## src/rtl/hex_bcd_display.sv

```systemverilog
// rtl/hex_bcd_display.sv - iterative binary-to-BCD converter driving eight seven-segment digits
//
// Purpose: on a load strobe, convert a 32-bit unsigned value to eight BCD
// digits with shift-and-add-3 (one bit per clock), then latch the active-low
// segment patterns into output registers. Values above 99,999,999 show dashes.
//
// Ports:
//   CLOCK_50   in   system clock, rising edge
//   rst_n      in   asynchronous active-low reset
//   BLANK_LZ   in   1 = blank leading zero digits (HEX0 always shown)
//   value      in   32-bit unsigned value to convert
//   load       in   single-cycle strobe, capture value and convert
//   HEX0..HEX7 out  active-low segments, bit0=a .. bit6=g, HEX0 least significant
//   busy       out  conversion in progress
//   ovf        out  last completed conversion exceeded 99,999,999

module hex_bcd_display (
   input  logic        CLOCK_50,
   input  logic        rst_n,
   input  logic        BLANK_LZ,
   input  logic [31:0] value,
   input  logic        load,
   output logic [6:0]  HEX0,
   output logic [6:0]  HEX1,
   output logic [6:0]  HEX2,
   output logic [6:0]  HEX3,
   output logic [6:0]  HEX4,
   output logic [6:0]  HEX5,
   output logic [6:0]  HEX6,
   output logic [6:0]  HEX7,
   output logic        busy,
   output logic        ovf
);

   typedef enum logic [1:0] {
      S_IDLE   = 2'd0,
      S_SHIFT  = 2'd1,
      S_UPDATE = 2'd2
   } state_t;

   localparam logic [6:0] SEG_BLANK = 7'h7F;
   localparam logic [6:0] SEG_DASH  = 7'h3F;

   state_t      state_q, state_d;
   logic [31:0] bin_q, bin_d;
   logic [31:0] bcd_q, bcd_d;
   logic [4:0]  cnt_q, cnt_d;
   logic        wovf_q, wovf_d;
   logic        pend_q, pend_d;
   logic [31:0] pend_val_q, pend_val_d;
   logic [55:0] hex_q, hex_d;
   logic        ovf_q, ovf_d;

   logic [31:0] adj;
   logic [55:0] disp_seg;
   logic [7:0]  blank;
   logic        lead;

   function automatic logic [6:0] seg7(input logic [3:0] d);
      case (d)
         4'd0:    seg7 = 7'h40;
         4'd1:    seg7 = 7'h79;
         4'd2:    seg7 = 7'h24;
         4'd3:    seg7 = 7'h30;
         4'd4:    seg7 = 7'h19;
         4'd5:    seg7 = 7'h12;
         4'd6:    seg7 = 7'h02;
         4'd7:    seg7 = 7'h78;
         4'd8:    seg7 = 7'h00;
         4'd9:    seg7 = 7'h10;
         default: seg7 = SEG_BLANK;   // 10-15 never valid BCD
      endcase
   endfunction

   // Add-3 correction applied to every digit before the shift.
   always_comb begin
      adj = bcd_q;
      for (int i = 0; i < 8; i++) begin
         if (bcd_q[4*i +: 4] >= 4'd5) begin
            adj[4*i +: 4] = bcd_q[4*i +: 4] + 4'd3;
         end
      end
   end

   // Segment image of the finished conversion; a digit is blanked when it and
   // every digit above it are zero.
   always_comb begin
      disp_seg = '0;
      blank    = '0;
      lead     = 1'b1;
      for (int i = 7; i >= 1; i--) begin
         lead     = lead & (bcd_q[4*i +: 4] == 4'd0);
         blank[i] = BLANK_LZ & lead;
      end
      for (int i = 0; i < 8; i++) begin
         if (wovf_q) begin
            disp_seg[7*i +: 7] = SEG_DASH;
         end else if (blank[i]) begin
            disp_seg[7*i +: 7] = SEG_BLANK;
         end else begin
            disp_seg[7*i +: 7] = seg7(bcd_q[4*i +: 4]);
         end
      end
   end

   always_comb begin
      state_d    = state_q;
      bin_d      = bin_q;
      bcd_d      = bcd_q;
      cnt_d      = cnt_q;
      wovf_d     = wovf_q;
      pend_d     = pend_q;
      pend_val_d = pend_val_q;
      hex_d      = hex_q;
      ovf_d      = ovf_q;

      case (state_q)
         S_IDLE: begin
            if (load) begin
               bin_d   = value;
               bcd_d   = '0;
               wovf_d  = 1'b0;
               cnt_d   = '0;
               state_d = S_SHIFT;
            end
         end

         S_SHIFT: begin
            bcd_d = {adj[30:0], bin_q[31]};
            bin_d = {bin_q[30:0], 1'b0};
            if (adj[31]) begin
               wovf_d = 1'b1;
            end
            cnt_d = cnt_q + 5'd1;
            if (cnt_q == 5'd31) begin
               state_d = S_UPDATE;
            end
            // Newest load wins; it is replayed after this conversion finishes.
            if (load) begin
               pend_val_d = value;
               pend_d     = 1'b1;
            end
         end

         S_UPDATE: begin
            hex_d = disp_seg;
            ovf_d = wovf_q;
            if (load || pend_q) begin
               // A load arriving now is newer than anything pending.
               bin_d   = load ? value : pend_val_q;
               pend_d  = 1'b0;
               bcd_d   = '0;
               wovf_d  = 1'b0;
               cnt_d   = '0;
               state_d = S_SHIFT;
            end else begin
               state_d = S_IDLE;
            end
         end

         default: begin
            state_d = S_IDLE;
         end
      endcase
   end

   always_ff @(posedge CLOCK_50 or negedge rst_n) begin
      if (!rst_n) begin
         state_q    <= S_IDLE;
         bin_q      <= '0;
         bcd_q      <= '0;
         cnt_q      <= '0;
         wovf_q     <= 1'b0;
         pend_q     <= 1'b0;
         pend_val_q <= '0;
         hex_q      <= {8{SEG_BLANK}};
         ovf_q      <= 1'b0;
      end else begin
         state_q    <= state_d;
         bin_q      <= bin_d;
         bcd_q      <= bcd_d;
         cnt_q      <= cnt_d;
         wovf_q     <= wovf_d;
         pend_q     <= pend_d;
         pend_val_q <= pend_val_d;
         hex_q      <= hex_d;
         ovf_q      <= ovf_d;
      end
   end

   assign HEX0 = hex_q[6:0];
   assign HEX1 = hex_q[13:7];
   assign HEX2 = hex_q[20:14];
   assign HEX3 = hex_q[27:21];
   assign HEX4 = hex_q[34:28];
   assign HEX5 = hex_q[41:35];
   assign HEX6 = hex_q[48:42];
   assign HEX7 = hex_q[55:49];
   assign busy = (state_q != S_IDLE);
   assign ovf  = ovf_q;

endmodule

```

## config.mk

```make
export PLATFORM = sky130hd
export DESIGN_NAME = hex_bcd_display
export DESIGN_NICKNAME = d
export VERILOG_FILES = /design/src/rtl/hex_bcd_display.sv
export SDC_FILE = /design/constraint.sdc
export NUM_CORES = 1
export LEC_CHECK = 0
export ABC_AREA = 1
export CELL_PAD_IN_SITES_DETAIL_PLACEMENT = 1
export CELL_PAD_IN_SITES_GLOBAL_PLACEMENT = 1
export CORE_MARGIN = 1.5
export CORE_UTILIZATION = 48
export CTS_CLUSTER_SIZE = 28
export DETAILED_ROUTE_END_ITERATION = 12
export DONT_BUFFER_PORTS = 1
export HOLD_SLACK_MARGIN = 0.02
export PLACE_DENSITY = 0.86
export SETUP_SLACK_MARGIN = 0.05
export SLEW_MARGIN = 30
export SYNTH_ARGS = -nofsm -noshare
export SYNTH_HDL_FRONTEND = slang
export SYNTH_SLANG_ARGS = --single-unit
```

## constraint.sdc

```tcl
create_clock -name CLOCK_50 -period 2.11 [get_ports CLOCK_50]
set_input_delay 0.422 -clock CLOCK_50 [delete_from_list [all_inputs] [get_ports CLOCK_50]]
set_output_delay 0.422 -clock CLOCK_50 [all_outputs]
set_load 0.03 [all_outputs]
```

-- After elaboration in Yosys (flattened, before gate mapping)
Memory sizes are Yosys's and may differ from the RTL's.
Cells that the tools add are included.
- ROM bits: 896
- logic and storage cells: 114
- bits of input ports: 36
- flip-flop bits (word level): 162
- memories kept: 8
- order comparisons: 8
- equality and inequality tests: 8
- mux-type cells: 43
- bitwise gates (word level): 13
- add/subtract/negate cells: 9
- reductions and logical operators: 16
- memory list (memory ; words ; width ; rd ports ; clocked after memory_dff ; wr ports ; RTL line ; source):
    (no name shown) ; 16 ; 7 ; 1 ; 0 ; 0 ; 60 ; case (d)
    (no name shown) ; 16 ; 7 ; 1 ; 0 ; 0 ; 60 ;
    (no name shown) ; 16 ; 7 ; 1 ; 0 ; 0 ; 60 ;
    (no name shown) ; 16 ; 7 ; 1 ; 0 ; 0 ; 60 ;
    (no name shown) ; 16 ; 7 ; 1 ; 0 ; 0 ; 60 ;
    (no name shown) ; 16 ; 7 ; 1 ; 0 ; 0 ; 60 ;
    +2 memories ; - ; - ; - ; - ; - ; - ;
- operators by type and width (cell ; number):
    $pmux W32 S3 ; 2
    $mux W32 ; 5
    $mux W7 ; 15
    $add A4 B2 Y4 const B ; 8
    $ge A4 B3 Y1 const B ; 8
    $mux W4 ; 8
    $logic_not A4 Y1 ; 7
    $pmux W5 S3 ; 1
    $and A1 B1 Y1 ; 13
    $mux W5 ; 2
    $ne A2 B2 Y1 const B ; 5
    $pmux W2 S3 ; 1
    $reduce_and A3 Y1 ; 2
    $add A5 B1 Y5 const B ; 1
    $eq A5 B5 Y1 const B ; 1
    $mux W1 ; 5
    $mux W2 ; 2
    $reduce_and A4 Y1 ; 1
    $reduce_bool A2 Y1 ; 2
    $pmux W1 S3 ; 1
    $reduce_bool A3 Y1 ; 1
    $eq A2 B1 Y1 const B ; 1
    $eq A2 B2 Y1 const B ; 1
    $logic_not A2 Y1 ; 1
    3 further kinds ; 3

-- Logic depth before layout (Yosys ltp)
- depth in word-level cells: 10
- gate-level depth with buffers: 10
- mapped depth without buffers: 10

-- Worst setup path before layout
Ideal clock, no wire load.
- path type: flip-flop to flip-flop
- from: register state_q[0]
- to: register bcd_q[19]
- data arrival time: 1.682 ns
- slack: 0.297 ns
- path buffers: 2
- setup time: 0.131 ns
- required time: 1.979 ns
- stages on the path, launching flop included: 11
- path through: dfrtp_1 inv_1 ha_1 inv_1 nor2_1 nor2_2 nand2_4 inv_2 buf_6 buf_6 o22ai_2
- word-level cells in the longest chain between the ends: 3
- elaborated cells between the ends (all ways): 8
- those cells by class: eq/ne: 4; mux: 1; reduce/logical: 3
- ends and longest elaborated chain (item ; RTL line ; source):
    from (decl) ; 44 ; state_t state_q, state_d;
    from (signal assigned) ; 179 ; state_q <= state_d;
    $eq A2 B2 Y1, or another cell as far along ; 117 ; case (state_q)
    $ne A2 B2 Y1 (no source line) or $reduce_bool A3 Y1 (tied branches) ; - ;
    $reduce_and A3 Y1 (no source line) ; - ;
    to (signal assigned) ; 171 ; bcd_q <= '0;
    to (signal assigned) ; 181 ; bcd_q <= bcd_d;
    to (decl) ; 46 ; logic [31:0] bcd_q, bcd_d;
Parallel ways exist; a longest one is shown, timed or not.
A chain may end at the register's enable or synchronous reset.

-- Final worst setup path
- from: register state_q[1]
- to: register bcd_q[31]
The elaborated chain is that of the path after synthesis.

==> run_results.csv <==
group,metric,value,unit
hold_path,min_path_type,"primary input to async pin",
placed_design,place.gp.congestion,0.8371,
placed_design,dp_hpwl,15410,um
clocking,cts_tree,"built",
sta,report.final.setup_viol,0,
final_layout,area_growth,9.395,%
grt,grt_max_degree,163,
synth,async_reset_ff_share,100.0,%
final_layout,fill_cells,2203,
grt,grt_overflow,0,
synth,yosys_warnings,0,
synth,synth_seq_cells,162,
synth,synth-edff-count,0,
status,outcome,"complete, but fails checks",
pwr,powerDensity,1432,nW/um^2
pwr,ir_worst_vdd,0.6932,mV
die,die_h,140.1,um
clocking,clk_latency,0.43,ns
die,die_x,140.1,um
critical_path,cp_cell_sequence,"inv_1 -> ha_1 -> inv_1 -> nor2_1 -> nor2_2 -> nand2_4 -> nor2_8 -> inv_2 -> o22ai_1",
sta,final.setup.tns,0,ns
synth,synthDistinctLibCells,41,
sta,drv_slew,0,
grt,antenna_found_initial,0,
pwr,leakage,4.543,nW
run,maxCapViolCount,0,
critical_path,path_class,"flop to flop",
synth,syn_inst,1078,
die,num_io_pins,94,
route,ant_nets,0,
clocking,cts_num_sinks,162,
synth,syn_area,9016,um^2
die,core_area,18210,um^2
route,drt_iter0_markers,359,
synth,synthFlopType,"dfrtp_1",
synth,avgSynthCellArea,8.364,um^2
clocking,cts_setup_buffers,0,
critical_path,cp-start-kind,"flop",
die,start_util,49.52,%
synth,synth_top_area_share,29.42,%
status,violations,"hold timing",
route,firstDrtPassIters,4,
route,avgViaCountPerCell,5.740,
sta,worst_pin_slew,0.6751,ns
grt,track_usage,24.89,%
synth,synth_top_cells_by_count,"nand2_1, o21ai_0, inv_1, dfrtp_1, a21oi_1",
sta,rsz0062_at_grt,"false",
critical_path,cp_max_fo,19,
sta,hold_violations,157,
route,drc,0,
critical_path,critPathRequiredTime,2.39,ns
critical_path,crit_arrival,2.21,ns
grt,grt_pass1_wl,39610,um
synth,yosysSeqAreaShare,45.74,%
synth,yosys-top-cells-area,"dfrtp_1, dfstp_2, o21ai_0, ha_1, nand2_1",
synth,synth_top_cell_by_area,"dfrtp_1",
clocking,clk_pin_slew,0.06,ns
grt,grt_pass1_vias,7913,
die,num_rows,49,
sta,fin_skew,0.006010,ns
clocking,numCtsBuffers,17,
final_layout,diodes,0,
route,wl,23370,um
clocking,cts_buffer_depth,2,
synth,yosysMostFrequentCell,"nand2_1",
clocking,clock-root-buffer,"clkbuf_16",
die,dieArea,19620,um^2
final_layout,layout-drive-gt1-share,13.88,%
synth,syn_nets,1166,
clocking,htree_levels,4,
sta,slew_headroom,54.52,%
route,routedWlPerCell,17.84,um
sta,fin_crit_sh,91.30,%
critical_path,path_common_cell,"inv_1",
placed_design,io_buffer_count,0,
critical_path,slowest_delay,0.42,ns
sta,max_freq,0.5191,GHz
final_layout,nets,1156,
route,vias,7520,
critical_path,worstSetupEndpointType,"flop",
critical_path,critPathTopFamily,"buffers and inverters",
sta,period_minus_slack,1.926,ns
sta,whs,-0.3013,ns
critical_path,crit_buf_inv,3,
critical_path,cp_slowest_cell,"dfrtp_1",
-- sequential cells by signal (all words and copies together) (netlist names) --
name        count
bin_q          32
hex_q          56
state_q         2
pend_q          1
bcd_q          32
cnt_q           5
pend_val_q     32
wovf_q          1
ovf             1
-- report_power, final --
group,switching [mW],internal (mW),total (mW)
sequential,1.76,4.74,6.51
combinational,2.86,1.62,4.49
clock,1.25,1.89,3.14
total,5.88,8.25,14.1
-- layer usage --
layer  GRT usage [%]  share of wire [%]  routed length (um)
met4           9.751                1.7                 406
met5               0                  0                   0
met2           43.62                 50               11800
met1           30.65                 44               10390
met3           4.274                3.3                 770
-- layout make-up --
type | instances | area [um^2] | share of cell area (%)
Tap cell | 229 | 286.5 | 2.905
Multi-Input combinational cell | 710 | 4076 | 41.33
Sequential cell | 162 | 4124 | 41.81
Clock buffer | 23 | 457.9 | 4.643
Timing Repair Buffer | 18 | 188.9 | 1.916
Inverter | 159 | 598.1 | 6.064
Clock inverter | 9 | 131.4 | 1.332
-- final timing paths --
kind / from / endpoint / slack, ns / cells past startpoint
worst max-delay path: state_q[1]$_DFFE_PN0P_ / bcd_q[31]$_DFFE_PN0P_ / 0.18 / 9
max in group asynchronous: rst_n / hex_q[29]$_DFFE_PN1P_ / 2.09 / 0
worst min register to register: pend_val_q[7]$_DFFE_PN0P_ / pend_val_q[7]$_DFFE_PN0P_ / 0.48 / 2
worst max register to register: state_q[1]$_DFFE_PN0P_ / bcd_q[31]$_DFFE_PN0P_ / 0.18 / 9
worst min-delay path: rst_n / ovf$_DFFE_PN0P_ / -0.30 / 0
min in group CLOCK_50: value[0] / pend_val_q[0]$_DFFE_PN0P_ / 0.19 / 2
-- layout by cell type, fill, tap and decap left out, drive strengths merged, types with 7 or more instances in the layout --
cell type | synthesis | layout
a21oi | 74 | 74
a31oi | 10 | 10
buf | 25 | 18
clkbuf | 22 | 23
clkinv | 6 | 7
dfrtp | 106 | 106
dfstp | 56 | 56
ha | 52 | 52
inv | 153 | 153
nand2 | 178 | 178
nand3 | 25 | 25
nand4 | 13 | 13
nor2 | 73 | 73
nor3 | 9 | 9
o211ai | 8 | 8
o21ai | 163 | 163
o221ai | 30 | 30
o22ai | 40 | 40
or2 | 13 | 13
xor2 | 7 | 7
-- kinds of logic after synthesis --
kind of cell	count (synthesis)	synth area share (%)
AO/OA/AOI/OAI	338	21.98
adder cells (fa/ha/maj)	52	7.216
multiplexers	1	0.1110
buffers and inverters	206	9.242
XOR/XNOR	7	0.6800
flip-flops	162	45.74
AND/OR/NAND/NOR	312	15.03
-- through the flow --
step / setup WS, ns / utilization, % / cells / total power, mW / cell area (um^2)
detailed placement: 0.1830 / 50.84 / 1278 / 11.06 / 9258
finish: 0.1835 / 54.17 / 1310 / 14.13 / 9863
global route: 0.05894 / 54.17 / 1310 / 15.13 / 9863
CTS: 0.1118 / 54.08 / 1310 / 14.27 / 9847
global placement: 0.2317 / 50.84 / 1278 / 10.82 / 9258
floorplan: 0.2971 / - / 1078 / 9.744 / 9016
-- timing repair --
item / in CTS / in global routing
setup endpoints to repair: 0 / 23
gates resized for setup: 0 / 6
endpoints found under the hold margin: 162 / 162
Note: power is estimated with default switching activity, not from simulation.
